--- config.mk ---
export PLATFORM = sky130hd
export DESIGN_NAME = spi_bus_arbiter
export DESIGN_NICKNAME = d
export VERILOG_FILES = /design/src/rtl/spi_bus_arbiter.sv
export SDC_FILE = /design/constraint.sdc
export NUM_CORES = 1
export LEC_CHECK = 0
export CORE_MARGIN = 8
export CORE_UTILIZATION = 45
export DETAILED_ROUTE_END_ITERATION = 16
export GPL_TIMING_DRIVEN = 0
export PLACE_DENSITY = 0.91
export SYNTH_ARGS = -nofsm -noshare
export SYNTH_HDL_FRONTEND = slang
export SYNTH_SLANG_ARGS = --single-unit
--- constraint.sdc ---
create_clock -name SClk -period 3.3 [get_ports SClk]
set_input_delay 0.66 -clock SClk [delete_from_list [all_inputs] [get_ports SClk]]
set_output_delay 0.66 -clock SClk [all_outputs]
set_load 0.02 [all_outputs]
--- src/rtl/spi_bus_arbiter.sv ---
// spi_bus_arbiter: shares the single MCU SPI link between two bit-serial
// SPI engines (0 = RTC command engine, 1 = generic SPI engine).
// Round-robin grant, pin mux from the registered grant, and a minimum
// chip-select-high gap between owners.
// Optional grant watchdog: define SPI_ARB_TIMEOUT_EN to enable it.
module spi_bus_arbiter #(
  parameter int GAP_CYCLES     = 2,
  parameter int TIMEOUT_CYCLES = 4096
) (
  input  logic       SClk,
  input  logic       Reset,
  input  logic [1:0] Req,
  output logic [1:0] Grant,
  input  logic [1:0] nSelIn,
  input  logic [1:0] DoIn,
  input  logic [1:0] ClkRunningIn,
  input  logic [1:0] ClkStretchIn,
  output logic [1:0] DiOut,
  input  logic       SPIDi,
  output logic       SPIDo,
  output logic       nMCUSel,
  output logic       SPIClkEn,
  output logic [1:0] Owner,
  output logic       TimeoutFlag,
  input  logic       TimeoutClr
);

  typedef enum logic [1:0] {
    IDLE = 2'd0,
    BUSY = 2'd1,
    GAP  = 2'd2
  } state_t;

  localparam int             GW       = 4;
  localparam logic [GW-1:0]  GAP_LOAD = GW'(GAP_CYCLES - 1);

  state_t        state_q, state_nxt;
  logic [1:0]    grant_q, grant_nxt;
  logic          last_q, last_nxt;
  logic [GW-1:0] gap_q, gap_nxt;
  logic [1:0]    req_eff;
  logic          g_idx;
  logic          release_hit;
  logic          timeout_hit;
  logic          pick;

  assign g_idx       = grant_q[1];
  // The owner is done only once it has both dropped Req and raised its chip-select.
  assign release_hit = (state_q == BUSY) && !Req[g_idx] && nSelIn[g_idx];

`ifdef SPI_ARB_TIMEOUT_EN
  localparam int            TW      = $clog2(TIMEOUT_CYCLES + 1);
  localparam logic [TW-1:0] TO_LAST = TW'(TIMEOUT_CYCLES - 1);

  logic [TW-1:0] to_cnt_q;
  logic [1:0]    blocked_q;
  logic          flag_q;

  assign timeout_hit = (state_q == BUSY) && (to_cnt_q == TO_LAST);
  // A requester that timed out stays masked until it has let go of Req.
  assign req_eff     = Req & ~blocked_q;
  assign TimeoutFlag = flag_q;

  // Watchdog: count cycles spent BUSY, remember who timed out, sticky flag.
  always_ff @(posedge SClk or posedge Reset) begin
    if (Reset) begin
      to_cnt_q  <= '0;
      blocked_q <= 2'b00;
      flag_q    <= 1'b0;
    end else begin
      if (state_q == BUSY && state_nxt == BUSY) to_cnt_q <= to_cnt_q + TW'(1);
      else                                     to_cnt_q <= '0;
      for (int i = 0; i < 2; i++) begin
        if (timeout_hit && grant_q[i]) blocked_q[i] <= 1'b1;
        else if (!Req[i])              blocked_q[i] <= 1'b0;
      end
      // A new timeout wins over a simultaneous clear.
      if (timeout_hit)     flag_q <= 1'b1;
      else if (TimeoutClr) flag_q <= 1'b0;
    end
  end
`else
  localparam int unused_timeout_cycles = TIMEOUT_CYCLES;
  logic unused_timeout_clr;

  assign unused_timeout_clr = TimeoutClr;
  assign timeout_hit        = 1'b0;
  assign req_eff            = Req;
  assign TimeoutFlag        = 1'b0;
`endif

  // State, grant, round-robin pointer and gap counter registers.
  always_ff @(posedge SClk or posedge Reset) begin
    if (Reset) begin
      state_q <= IDLE;
      grant_q <= 2'b00;
      last_q  <= 1'b1;   // requester 0 wins the first tie
      gap_q   <= '0;
    end else begin
      // NOTE: non-blocking assignments so every register sees pre-edge values.
      state_q <= state_nxt;
      grant_q <= grant_nxt;
      last_q  <= last_nxt;
      gap_q   <= gap_nxt;
    end
  end

  // Next-state logic: arbitrate in IDLE, watch for release in BUSY, count out GAP.
  always_comb begin
    // NOTE: every output gets a default first, so no path can infer a latch.
    state_nxt = state_q;
    grant_nxt = grant_q;
    last_nxt  = last_q;
    gap_nxt   = gap_q;
    pick      = 1'b0;
    unique case (state_q)
      IDLE: begin
        if (|req_eff) begin
          pick      = (&req_eff) ? ~last_q : req_eff[1];
          grant_nxt = pick ? 2'b10 : 2'b01;
          last_nxt  = pick;
          state_nxt = BUSY;
        end
      end
      BUSY: begin
        if (release_hit || timeout_hit) begin
          grant_nxt = 2'b00;
          gap_nxt   = GAP_LOAD;
          state_nxt = GAP;
        end
      end
      GAP: begin
        if (gap_q == '0) state_nxt = IDLE;
        else             gap_nxt   = gap_q - GW'(1);
      end
      default: begin
        state_nxt = IDLE;
        grant_nxt = 2'b00;
      end
    endcase
  end

  // Pin mux driven from the registered grant; idle bus levels with no owner.
  always_comb begin
    nMCUSel  = 1'b1;
    SPIDo    = 1'b1;
    SPIClkEn = 1'b0;
    if (|grant_q) begin
      nMCUSel  = nSelIn[g_idx];
      SPIDo    = DoIn[g_idx];
      SPIClkEn = ClkRunningIn[g_idx] & ~ClkStretchIn[g_idx] & ~nSelIn[g_idx];
    end
  end

  // Only the owner hears MISO; the other requester reads a constant 1.
  assign DiOut = ~grant_q | {2{SPIDi}};
  assign Grant = grant_q;
  assign Owner = {|grant_q, grant_q[1]};

  a_grant_onehot0: assert property (@(posedge SClk) disable iff (Reset) $onehot0(Grant));

endmodule

# Word level (Yosys, flattened, before mapping)
# Index checks and enable logic that the tools add are counted.
dict set report totals {
  output_inout_bits 10
  ff_bits 9
}
dict set report op_classes {
  reduce_logical 13
  n_lt_le_gt_ge 1
  addsub 1
  n_eq_ne 6
  n_mux 25
  n_bitwise 8
}
# cell count
set op_table {}
lappend op_table {{2-to-1 mux 1 bit} 14}
lappend op_table {{2-to-1 mux 2 bit} 6}
lappend op_table {{one-hot mux 2 bit (3 select lines)} 2}
lappend op_table {{AND reduction 3 bit} 3}
lappend op_table {{2-to-1 mux 4 bit} 2}
lappend op_table {{inequality test 2 bit, second input constant} 4}
lappend op_table {{one-hot mux 4 bit (2 select lines)} 1}
lappend op_table {{zero test 4 bit} 1}
lappend op_table {{NOT 1 bit} 4}
lappend op_table {{AND reduction 2 bit} 2}
lappend op_table {{OR reduction 2 bit} 2}
lappend op_table {{subtractor 4 x 1 -> 4 bit, second input constant} 1}
lappend op_table {{bitwise AND 1 bit} 2}
lappend op_table {{== test 2 x 1 -> 1 bit, second input constant} 1}
lappend op_table {{== test 2 bit, second input constant} 1}
lappend op_table {{logical AND 1 bit} 2}
lappend op_table {{zero test 2 bit} 1}
lappend op_table {{< comparator 1 x 2 -> 1 bit, second input constant} 1}
lappend op_table {{NOT 2 bit} 1}
lappend op_table {{OR 2 bit} 1}
lappend op_table {{nonzero test 2 bit} 1}
lappend op_table {{zero test 1 bit} 1}

# Longest topological paths before layout
dict set report depth {
  word_depth 7
  depth_mapped 5
  ltp_nobuf 5
}

# Worst setup path before layout
# OpenSTA, ideal clock, no wires.
dict set report synth_path {
  path_type {flip-flop to output port}
  start {register grant_q[1], in the netlist Grant[1]}
  end {output port SPIClkEn}
  stages_incl_launch_ff 5
  arrival_ns 1.464
  slack_ns 1.176
  required_time_ns 2.640
  path_cell_list {dfrtp_1 buf_2 nand2b_1 a2bb2oi_1 nor2_1}
}
dict set report synth_between {
  elab_chain_len 6
  word_cells_on_any_way 12
}
# item line_no
set synth_lines {}
lappend synth_lines {{start: declaration} 38} ;# logic [1:0] grant_q, grant_nxt;
lappend synth_lines {{start signal: assignment} 102} ;# grant_q <= grant_nxt;
lappend synth_lines {{2-to-1 mux 1 bit (not written as such) (2 in a row)} 151} ;# SPIClkEn = ClkRunningIn[g_idx] & ~ClkStretchIn[g_idx] & ~nSelIn[g_idx];
lappend synth_lines {{NOT 1 bit} 151}
lappend synth_lines {{bitwise AND 1 bit (2 in a row)} 151}
lappend synth_lines {{2-to-1 mux 1 bit (*)} 148} ;# if (|grant_q) begin
lappend synth_lines {{end: declaration} 22} ;# output logic SPIClkEn,
# Every way passes the cells marked *; elsewhere a longest branch is shown, timed or not. The select of a mux whose other input is x is not followed.

# Final worst setup path
dict set report layout_path {
  start {input port ClkRunningIn[0]}
  end {output port SPIClkEn}
}
dict set report layout_between {
  elab_chain_len 5
}
# item line_no
set layout_lines {}
lappend layout_lines {{start: declaration} 16} ;# input logic [1:0] ClkRunningIn,
lappend layout_lines {{2-to-1 mux 1 bit (not written as such) (2 in a row)} 151}
lappend layout_lines {{bitwise AND 1 bit (2 in a row)} 151}
lappend layout_lines {{2-to-1 mux 1 bit} 148}
# Every way passes these cells. The select of a mux whose other input is x is not followed.

==> results.yml <==
run_status:
  status: "complete, no violations"
placed_design:
  port_buffers: 21
  placedCellCount: 109
  gp_congestion: 0.8002
  hpwl_mm: 1.209
  dp_slack_ns: 0.4815
floorplanning:
  die_x_um: 53.03
  start_util_pct: 48.00
  die-height_um: 53.03
  io_pins: 24
  coreArea_mm2: 0.001285
  rows: 13
  die_area_mm2: 0.002812
logic_synthesis:
  syn_area_um2: 616.8
  netlist_instances: 73
  ys_warn_count: 0
  yosysUniqueCellTypes: 33
  synth_nets: 89
  ys_ff_latch: 9
  ys_seq_area_share_pct: 36.71
  avgSynthCellArea_um2: 8.450
clock_tree:
  root_buffer: "clkbuf_4"
  cts_tree: "yes"
  path_clk_slew_ns: 0.06
  cts_inserted_buffers: 3
  clockBufferDepth: 2
  cts_sinks: 9
  hold_buffers: 0
  cts_setup_buffers: 0
  clk-insertion-delay-late_ns: 0.26
  htree_levels: 1
  post_cts_resized: 0
sta:
  timing.fmax_ghz: 0.3547
  rsz0062_at_grt: "no"
  fin_skew_ns: 0.006536
  layout_setup_ws_ns: 0.4805
  finalCriticalPeriod_ns: 2.820
  drv_slew: 0
  tns_ns: 0
  finalSetupViolations: 0
  holdWs_ns: 0.5397
  hold_viol: 0
  period_share_pct: 85.44
detailed_routing:
  drt_iter0_drc: 15
  wl_mm: 1.483
  wire_per_inst_um: 13.12
  drt-vias-per-instance: 5.345
  drt-pass1-iter-count: 4
  route.detailed.drc: 0
  antenna_left: 0
  via_count: 604
grt:
  grt_pass1_wl_mm: 2.380
  grt_max_degree: 11
  grt_usage_pct: 11.65
  grt_pass1_vias: 569
  antenna_found_initial: 0
  grt_overflow_total: 0
finish:
  fin_cells: 113
  seq_area_um2: 226.5
  antenna_cells: 0
  fill_cells: 116
  drive_above_1_share_pct: 12.24
  final_common_cell: "clkdlybuf4s50_1"
  synthToLayoutAreaGrowth_pct: 41.38
  layout.cells.most_common_list: "21 x clkdlybuf4s50_1, 8 x dfrtp_1, 7 x inv_1"
  multi_input_area_um2: 339.1
  layout.nets: 115
critical_path:
  path_class: "input port to primary output"
  cpMostUsedCell: "clkdlybuf4s50_1"
  cp-end-kind: "primary output"
  required_ns: 2.64
  crit_slowest_cell: "clkdlybuf4s50_1"
  critPathBufInv: 3
  crit_chain: "clkdlybuf4s50_1 > inv_1 > o32a_1 > nor2_1 > clkdlybuf4s50_1"
  startpoint_type: "input port"
  critPathArrivalTime_ns: 2.16
  cpPeakStageDelay_ns: 0.60
  crit_path_max_fanout: 1
  cpLargestDelayFamily: "buffers and inverters"
power:
  power_density_mw_per_mm2: 834.4
  finalPower_uw: 727.7
  static-leakage-power_nw: 0.3791
  vdd_drop_max_mv: 0.3790
run:
  maxCapViolations: 0
hold_path:
  hp-class: "flip-flop to flip-flop"
-- Yosys cell counts (all sizes together) --
cell type / count / area share [%]
and2b: 1 / 1.4
buf: 4 / 4.1
and3b: 1 / 1.4
nor3: 3 / 2.4
dfrtp: 8 / 32
o21ai: 4 / 3.2
a21bo: 1 / 1.6
nand2: 5 / 3.0
o22a: 1 / 1.4
ha: 2 / 4.1
a32o: 2 / 3.2
and2: 1 / 1.0
o32a: 1 / 1.6
nand2b: 5 / 5.1
nor4: 1 / 1.0
or2: 2 / 2.0
a2bb2oi: 1 / 1.4
a31o: 1 / 1.4
nor2: 5 / 3.0
a211oi: 1 / 1.2
inv: 7 / 4.3
nand3: 1 / 0.81
a31oi: 1 / 1.0
a21oi: 3 / 2.4
nor2b: 5 / 5.1
a221o: 1 / 1.6
nor3b: 2 / 2.4
o211ai: 1 / 1.2
dfstp: 1 / 4.3
conb: 1 / 0.61
-- per-layer routing --
layer	global-route usage, %	wire, µm
met5	0	0
met4	9.052	40
met3	3.641	174
met2	16.80	591
met1	13.89	677
-- cell families (layout without fill, tap and decap cells) --
logic type | Yosys count | count (layout) | share of synthesized area (%)
adders and majority gates | 2 | 2 | 4.056
AOI/OAI and AO/OA | 18 | 18 | 21.50
other | 1 | 1 | 0.6079
buffers and inverters | 11 | 36 | 8.317
and+or+nand+nor | 32 | 32 | 28.80
DFF | 9 | 9 | 36.71
-- report_power, final --
| part | total [mW] | internal (mW) | switching (mW) |
|---|---|---|---|
| clock network | 0.0864 | 0.0467 | 0.0397 |
| registers | 0.211 | 0.166 | 0.0454 |
| logic | 0.430 | 0.214 | 0.216 |
| total | 0.728 | 0.426 | 0.301 |
-- tightest hold or removal path, stage by stage, from the launching register on --
cell	delay [ns]
dfstp_2	0.37
a21oi_1	0.11
a31oi_1	0.06
-- sequential cells by signal, indices dropped and copies added, names as in the netlist --
signal	count
last_q	1
gap_q	4
Grant	2
state_q	2
-- path summary, 6_finish.rpt --
kind | from | end | slack [ns] | cells past startpoint
setup reg to reg | gap_q[0] | gap_q[3] | 1.82 | 5
hold reg to reg | last_q | last_q | 0.54 | 2
setup / recovery | ClkRunningIn[0] | SPIClkEn | 0.48 | 5
max in group asynchronous | Reset | last_q | 2.36 | 2
min in group asynchronous | Reset | gap_q[3] | 0.64 | 2
hold / removal | last_q | last_q | 0.54 | 2
-- layout make-up --
type	count	share of cell area [%]
Clock buffer	4	3.013
Timing Repair Buffer	21	24.10
Inverter	7	3.013
Buffer	4	2.869
Multi-Input combinational cell	53	38.88
Tap cell	15	2.152
Sequential cell	9	25.97
-- metrics by stage --
stage	area [µm²]	util, %
after floorplan	616.8	-
after global placement	845.8	65.82
after detailed placement	845.8	65.82
after CTS	872.1	67.87
after global routing	872.1	67.87
final	872.1	67.87
No activity file was read; power rests on OpenSTA's default activity.
